**src/rtl/eindopdracht_nios2_qsys_0_oci_dct_packer.sv**
```systemverilog
// Packs 2-bit OCI trace items into 30-bit words of up to 15 items and hands
// them to the trace consumer through a one-entry valid/ready output register.
module eindopdracht_nios2_qsys_0_oci_dct_packer (
   input  logic        clk,
   input  logic        reset_n,
   input  logic        item_valid,
   input  logic [1:0]  item_data,
   output logic        item_ready,
   input  logic        flush,
   output logic        dct_valid,
   output logic [29:0] dct_buffer,
   output logic [3:0]  dct_count,
   input  logic        dct_ready,
   input  logic        test_ending,
   output logic        test_has_ended,
   output logic [1:0]  dbg_state
);

   localparam int ITEM_W = 2;
   localparam int ITEMS  = 15;
   localparam logic [3:0] FULL_CNT = 4'(ITEMS);

   // Handshakes: an item moves when item_valid && item_ready, a word moves when
   // dct_valid && dct_ready; a presented word stays stable until it is taken.
   typedef enum logic [1:0] {
      ST_RUN   = 2'd0,
      ST_DRAIN = 2'd1,
      ST_ENDED = 2'd2
   } state_t;

   state_t      state_q, state_d;
   logic [29:0] acc_q, acc_d;
   logic [3:0]  acc_cnt_q, acc_cnt_d;
   logic        out_valid_q, out_valid_d;
   logic [29:0] out_buf_q, out_buf_d;
   logic [3:0]  out_cnt_q, out_cnt_d;
   logic        flush_pend_q, flush_pend_d;

   logic        out_free;
   logic        xfer;
   logic        accept;
   logic [3:0]  slot;

   always_comb begin
      out_free   = !out_valid_q || dct_ready;
      xfer       = out_free && ((acc_cnt_q == FULL_CNT) ||
                                (flush_pend_q && (acc_cnt_q != 4'd0)));
      item_ready = reset_n && (state_q == ST_RUN) &&
                   ((acc_cnt_q != FULL_CNT) || out_free);
      accept     = item_valid && item_ready;
      // A transfer empties the accumulator first, so a same-cycle item lands in slot 0.
      slot       = xfer ? 4'd0 : acc_cnt_q;

      acc_d     = acc_q;
      acc_cnt_d = acc_cnt_q;
      if (xfer) begin
         acc_d     = '0;
         acc_cnt_d = 4'd0;
      end
      if (accept) begin
         acc_d[{slot, 1'b0} +: ITEM_W] = item_data;
         acc_cnt_d                     = slot + 4'd1;
      end

      out_valid_d = out_valid_q;
      out_buf_d   = out_buf_q;
      out_cnt_d   = out_cnt_q;
      if (xfer) begin
         out_valid_d = 1'b1;
         out_buf_d   = acc_q;
         out_cnt_d   = acc_cnt_q;
      end else if (out_valid_q && dct_ready) begin
         out_valid_d = 1'b0;
      end

      // An empty flush with no incoming item has nothing to emit and is dropped.
      flush_pend_d = flush_pend_q;
      if (xfer) begin
         flush_pend_d = 1'b0;
      end else if ((state_q == ST_RUN) && flush) begin
         flush_pend_d = (acc_cnt_q != 4'd0) || accept;
      end
      if ((state_q == ST_RUN) && test_ending) begin
         flush_pend_d = 1'b1;
      end

      state_d = state_q;
      case (state_q)
         ST_RUN: begin
            if (test_ending) begin
               state_d = ST_DRAIN;
            end
         end
         ST_DRAIN: begin
            if ((acc_cnt_q == 4'd0) && !out_valid_q) begin
               state_d = ST_ENDED;
            end
         end
         ST_ENDED: begin
            state_d = ST_ENDED;
         end
         default: begin
            state_d = ST_RUN;
         end
      endcase
   end

   always_ff @(posedge clk) begin
      if (!reset_n) begin
         state_q      <= ST_RUN;
         acc_q        <= '0;
         acc_cnt_q    <= 4'd0;
         out_valid_q  <= 1'b0;
         out_buf_q    <= '0;
         out_cnt_q    <= 4'd0;
         flush_pend_q <= 1'b0;
      end else begin
         state_q      <= state_d;
         acc_q        <= acc_d;
         acc_cnt_q    <= acc_cnt_d;
         out_valid_q  <= out_valid_d;
         out_buf_q    <= out_buf_d;
         out_cnt_q    <= out_cnt_d;
         flush_pend_q <= flush_pend_d;
      end
   end

   assign dct_valid      = out_valid_q;
   assign dct_buffer     = out_buf_q;
   assign dct_count      = out_cnt_q;
   assign test_has_ended = (state_q == ST_ENDED);
   assign dbg_state      = state_q;

endmodule
```
**config.mk**
```make
export PLATFORM = sky130hd
export DESIGN_NAME = eindopdracht_nios2_qsys_0_oci_dct_packer
export DESIGN_NICKNAME = d
export VERILOG_FILES = /design/src/rtl/eindopdracht_nios2_qsys_0_oci_dct_packer.sv
export SDC_FILE = /design/constraint.sdc
export NUM_CORES = 1
export LEC_CHECK = 0
export BUFFER_PORTS_ARGS = -buffer_cell sky130_fd_sc_hd__buf_4
export CORE_AREA = 3 3 79 81
export DETAILED_ROUTE_END_ITERATION = 12
export DIE_AREA = 0 0 82 84
export PLACE_DENSITY = 0.78
export SLEW_MARGIN = 20
export SYNTH_ARGS = -nofsm -noshare
export SYNTH_HDL_FRONTEND = slang
export SYNTH_SLANG_ARGS = --single-unit
```
**constraint.sdc**
```tcl
create_clock -name clk -period 3.2 [get_ports clk]
set_input_delay 0.96 -clock clk [delete_from_list [all_inputs] [get_ports clk]]
set_output_delay 0.96 -clock clk [all_outputs]
set_load 0.005 [all_outputs]
```
# Yosys cells after proc, flatten, opt, wreduce, memory -nomap -nowiden
# Index checks and enable logic that the tools add are counted.
# totals
ff_bits	72
input_bits	8
wordCells	50
# classes
add_sub_neg	2
eq_ne	6
shifts	2
n_mux	13
n_reduce_logical	20
# op_table
cell	n
30-bit two-way mux	2
30-bit bitwise mux	1
2-bit by 7-bit variable shift with 30-bit output (first input constant)	1
2-bit by 7-bit indexed part select with 30-bit output	1
1-bit logical AND	9
4-bit two-way mux	2
5-bit negator with 7-bit output	1
2-bit one-hot mux with 3 select lines	1
1-bit two-way mux	5
4-bit by 1-bit adder with 4-bit output (second input constant)	1
4-bit == test (second input constant)	1
4-bit logical NOT	1
1-bit logical OR	4
2-bit two-way mux	2
2-bit != test (second input constant)	2
4-bit != test (second input constant)	1
4-bit nonzero test	1
3-bit nonzero test	1
2-bit by 1-bit == test with 1-bit output (second input constant)	1
2-bit == test (second input constant)	1
2-bit logical NOT	1
2-bit AND reduction	1
2-bit nonzero test	1
1-bit logical NOT	1

# Logic depth before layout (Yosys ltp)
# depth
depth_word	9
ltp_mapped	12
depth_no_buf	10

# Worst setup path after synthesis
# Ideal clock, no wire load.
# synth_path
path_type	input -> register
from	input port dct_ready
to	register acc_q[24]
t_arrival_ps	2831
required_time_ps	3128
slack_ps	297
path_stages	10
cell_sequence	nand2b_1 -> clkbuf_1 -> nand2_1 -> buf_2 -> nand2_1 -> ha_1 -> clkbuf_1 -> nor4_1 -> and3_1 -> mux2i_1
# synth_between
elab_chain_cells	7
elab_cells_between_ends	12
cone_classes	1 x add/sub; 2 x shift; 4 x mux; 5 x reduce/logical
# synth_rtl
element	line	source
start, declared	13	input logic dct_ready,
1-bit logical OR *	45	out_free = !out_valid_q || dct_ready;
1-bit logical AND	46	xfer = out_free && ((acc_cnt_q == FULL_CNT) ||
4-bit two-way mux	-	
5-bit negator with 7-bit output	61	acc_d[{slot, 1'b0} +: ITEM_W] = item_data;
2-bit by 7-bit indexed part select with 30-bit output / 2-bit by 7-bit variable shift with 30-bit output (equally long branches)	61	
30-bit bitwise mux	61	
30-bit two-way mux *	60	if (accept) begin
end signal, assigned	111	acc_q <= '0;
end signal, assigned	119	acc_q <= acc_d;
end, declared	32	logic [29:0] acc_q, acc_d;
# Every way passes the cells marked *; elsewhere a longest branch is shown, timed or not.
# A chain may end at the register's enable or synchronous reset.

# Worst setup path in the final report
# layout_path
from	register acc_cnt_q[2]
to	register acc_q[25]
# layout_between
elab_chain_cells	9
elab_cells_between_ends	16
cone_classes	1 x add/sub; 2 x eq/ne; 2 x shift; 4 x mux; 7 x reduce/logical
# layout_rtl
element	line	source
start, declared	33	logic [3:0] acc_cnt_q, acc_cnt_d;
start signal, assigned	120	acc_cnt_q <= acc_cnt_d;
4-bit nonzero test	47	(flush_pend_q && (acc_cnt_q != 4'd0)));
1-bit logical AND	47	
1-bit logical OR	46	
1-bit logical AND	46	
4-bit two-way mux	-	
5-bit negator with 7-bit output	61	
2-bit by 7-bit indexed part select with 30-bit output / 2-bit by 7-bit variable shift with 30-bit output (equally long branches)	61	
30-bit bitwise mux	61	
30-bit two-way mux *	60	
# Marked as above.

==> results.md <==
- Outcome: completed
- Worst hold margin: between 0.4 and 0.5 ns
- CTS sink cnt: 72
- Rel. slew slack: 0.628
- Leak: approximately 0.0016 µW
- FF/Latch Area: 1440 µm²
- # setup viols final: 0
- N_diodes: 0
- GPL Wtd Cong: 0.895
- Cell area after layout: approximately 3700 µm²
- Sw power: 631 µW
- Req. time, crit path: 3.49 ns
- CTS root buffer: clkbuf_8
- Crit path kind: reg2reg
- Core area: 5540 µm²
- First-pass GRT wire length: around 12 mm
- Mapped Nets: 383
- Grt total ovfl: 0
- Area of the multi-input gates: 1520 µm²
- IO Port Bufs: 46
- ANT nets after route: 0
- Clock power frac: 0.348
- Sw Share: 0.298
- CTS Buffer Depth: 2
- Hpwl dp: 5.08 mm
- Final period utilization: 0.888
- Critical path fanouts, max: 11
- DR iter-0 viols: 188
- Sequential area share after synthesis: 0.461
- Share of the synthesized area in the top cell type: 0.461
- Num rows: 27
- Fin. Hold Viols: 0
- Placed Area: about 3500 µm²
- Max Slew Vio Count: 0
- Clock transition at path regs: about 0.080 ns
- Ports: 47
- Synth top cells by count: nand2_1 (107), dfxtp_1 (72), a21oi_1 (39)
- Initial antenna violation count: 0
- Post-synthesis cell type count: 43
- #FFs+latches synth: 72
- Pint: 1480 µW
- Cell with the most instances after synthesis: nand2_1
- Clock Latency Late Sink: 0.35 ns
- Finished Layout Cells: 488
- Die H: between 80 and 90 µm
- Setup_tns: 0 ns
- Layout area overhead: 19.5%
- Total track usage: 0.223
- Period minus WS final: 2.84 ns
- Post-CTS Setup Inserts: 0
- CP startpoint kind: register
- Ys async rst share: 0
- Worst Tran Pin Value: about 0.55 ns
- Drt drc: 0
- Worst Skew: 0.00746 ns
- Sequential share of power: 0.454
- Routed WL: roughly 7.2 mm
- Vias in the first global route: roughly 2.5k
- Max-cap viol count: 0
- Placed cells: 472
- Fmax: 0.352 GHz
- Gate Count Post-Synth: 366
- Die W: 82 µm
- Routed len/inst: between 10 and 15 µm
- Post-synth EDFFs: 0
- CTS Hold Bufs: 0
- Most used DFF post-synth: dfxtp_1
- Peak supply drop: slightly below 0.0004 V
- RSZ-0062 raised after global routing: no
- Combinational share of power: 0.198
- First-pass DRT Iterations: 4
- Die Area: 6890 µm²
- CTS tree: done
- PostCTS Resize Cnt: 0
- # fillers: 505
- Vias: 2616
- Area leader, netlist: dfxtp_1
- Syn_area_per_cell: about 8.5 µm²
- CTS Buf Count: 9
- Initial core utilization: 0.564
- Post-DR vias/cell: between 5 and 6
- Hold Path Class: reg2reg
- Synth top area cells: dfxtp_1 (46%), nand2_1 (13%), mux2i_1 (9.6%), a21oi_1 (6.2%), ha_1 (3.6%)
- Worst Path Arrival: 3.13 ns
- Layout cells sized above 1: 0.204
- Largest net degree at the start of global routing: 38
- P per Cell Area: about 570 nW/µm²
- Htree depth: 3
- Synthesis Warnings: 0
- Nets: 428
- Setup crit end kind: register
- Cell Area, Synth: around 3100 µm²
cell type report:
class,count,share of cell area
clock buffers,11,0.0406
clock inverters,5,0.0148
inverters,8,0.00805
multi-input cells,263,0.408
flip-flops and latches,72,0.386
well taps,72,0.0241
repair buffers,57,0.118
layout by cell type (no fill, tap or decap), types with 5 or more instances in the layout:
cell type,n
ha_1,9
nand2_1,107
clkbuf_8,11
inv_1,7
nand2b_1,5
mux2i_1,30
nor2_1,12
and3_1,6
a21oi_1,39
dfxtp_1,72
buf_4,56
nand3_1,14
power groups by stage:
stage / registers [µW] / clock network, µW / logic, µW
floorplan: 960 / 0 / 315
global placement: 981 / 0 / 406
detailed placement: 980 / 0 / 415
CTS: 960 / 752 / 417
global route: 967 / 790 / 461
finish: 960 / 735 / 419
critical path: stages, from the launching register on:
cell and delay [ns]:
dfxtp_1 0.59, a31o_2 0.28, a22oi_2 0.09, o21ai_0 0.48
ha_1 0.35, nor4_1 0.48, and3_1 0.31, mux2i_1 0.18
per-layer routing:
layer	track usage	routed length (µm)	part of all wire	up-vias
met4	0.0785	93	0.013	0
met3	0.0756	506	0.070	9
met5	0	0	0	-
met1	0.278	3230	0.45	1208
met2	0.355	3360	0.47	81
li1	-	-	-	1318
worst paths after layout:
check,end,cells after the start,slack (ns),from
hold reg to reg,dct_buffer[18],2,0.45,acc_q[18]
hold / removal,dct_buffer[18],2,0.45,acc_q[18]
setup / recovery,acc_q[25],7,0.36,acc_cnt_q[2]
setup reg to reg,acc_q[25],7,0.36,acc_cnt_q[2]
through the flow:
step                 util  power (µW)  worst slack, ns
finish              0.674        2110            0.357
global route        0.674        2220            0.132
CTS                 0.674        2130            0.416
detailed placement  0.636        1390            0.302
global placement    0.636        1390            0.323
floorplan               -        1270            0.297
state kept, by name, indices dropped and copies added, names as in the netlist:
register,count
acc_cnt_q,4
acc_q,30
dbg_state,2
dct_buffer,30
dct_count,4
dct_valid,1
flush_pend_q,1
logic make-up after synthesis:
group | count (synthesis) | share of synthesized area
mux | 30 | 0.0961
compound gates | 61 | 0.121
buf+inv | 31 | 0.0509
flops | 72 | 0.461
fa+ha+maj | 9 | 0.0360
simple gates | 161 | 0.226
xor+xnor | 2 | 0.00801
(Power assumes the default switching activity.)
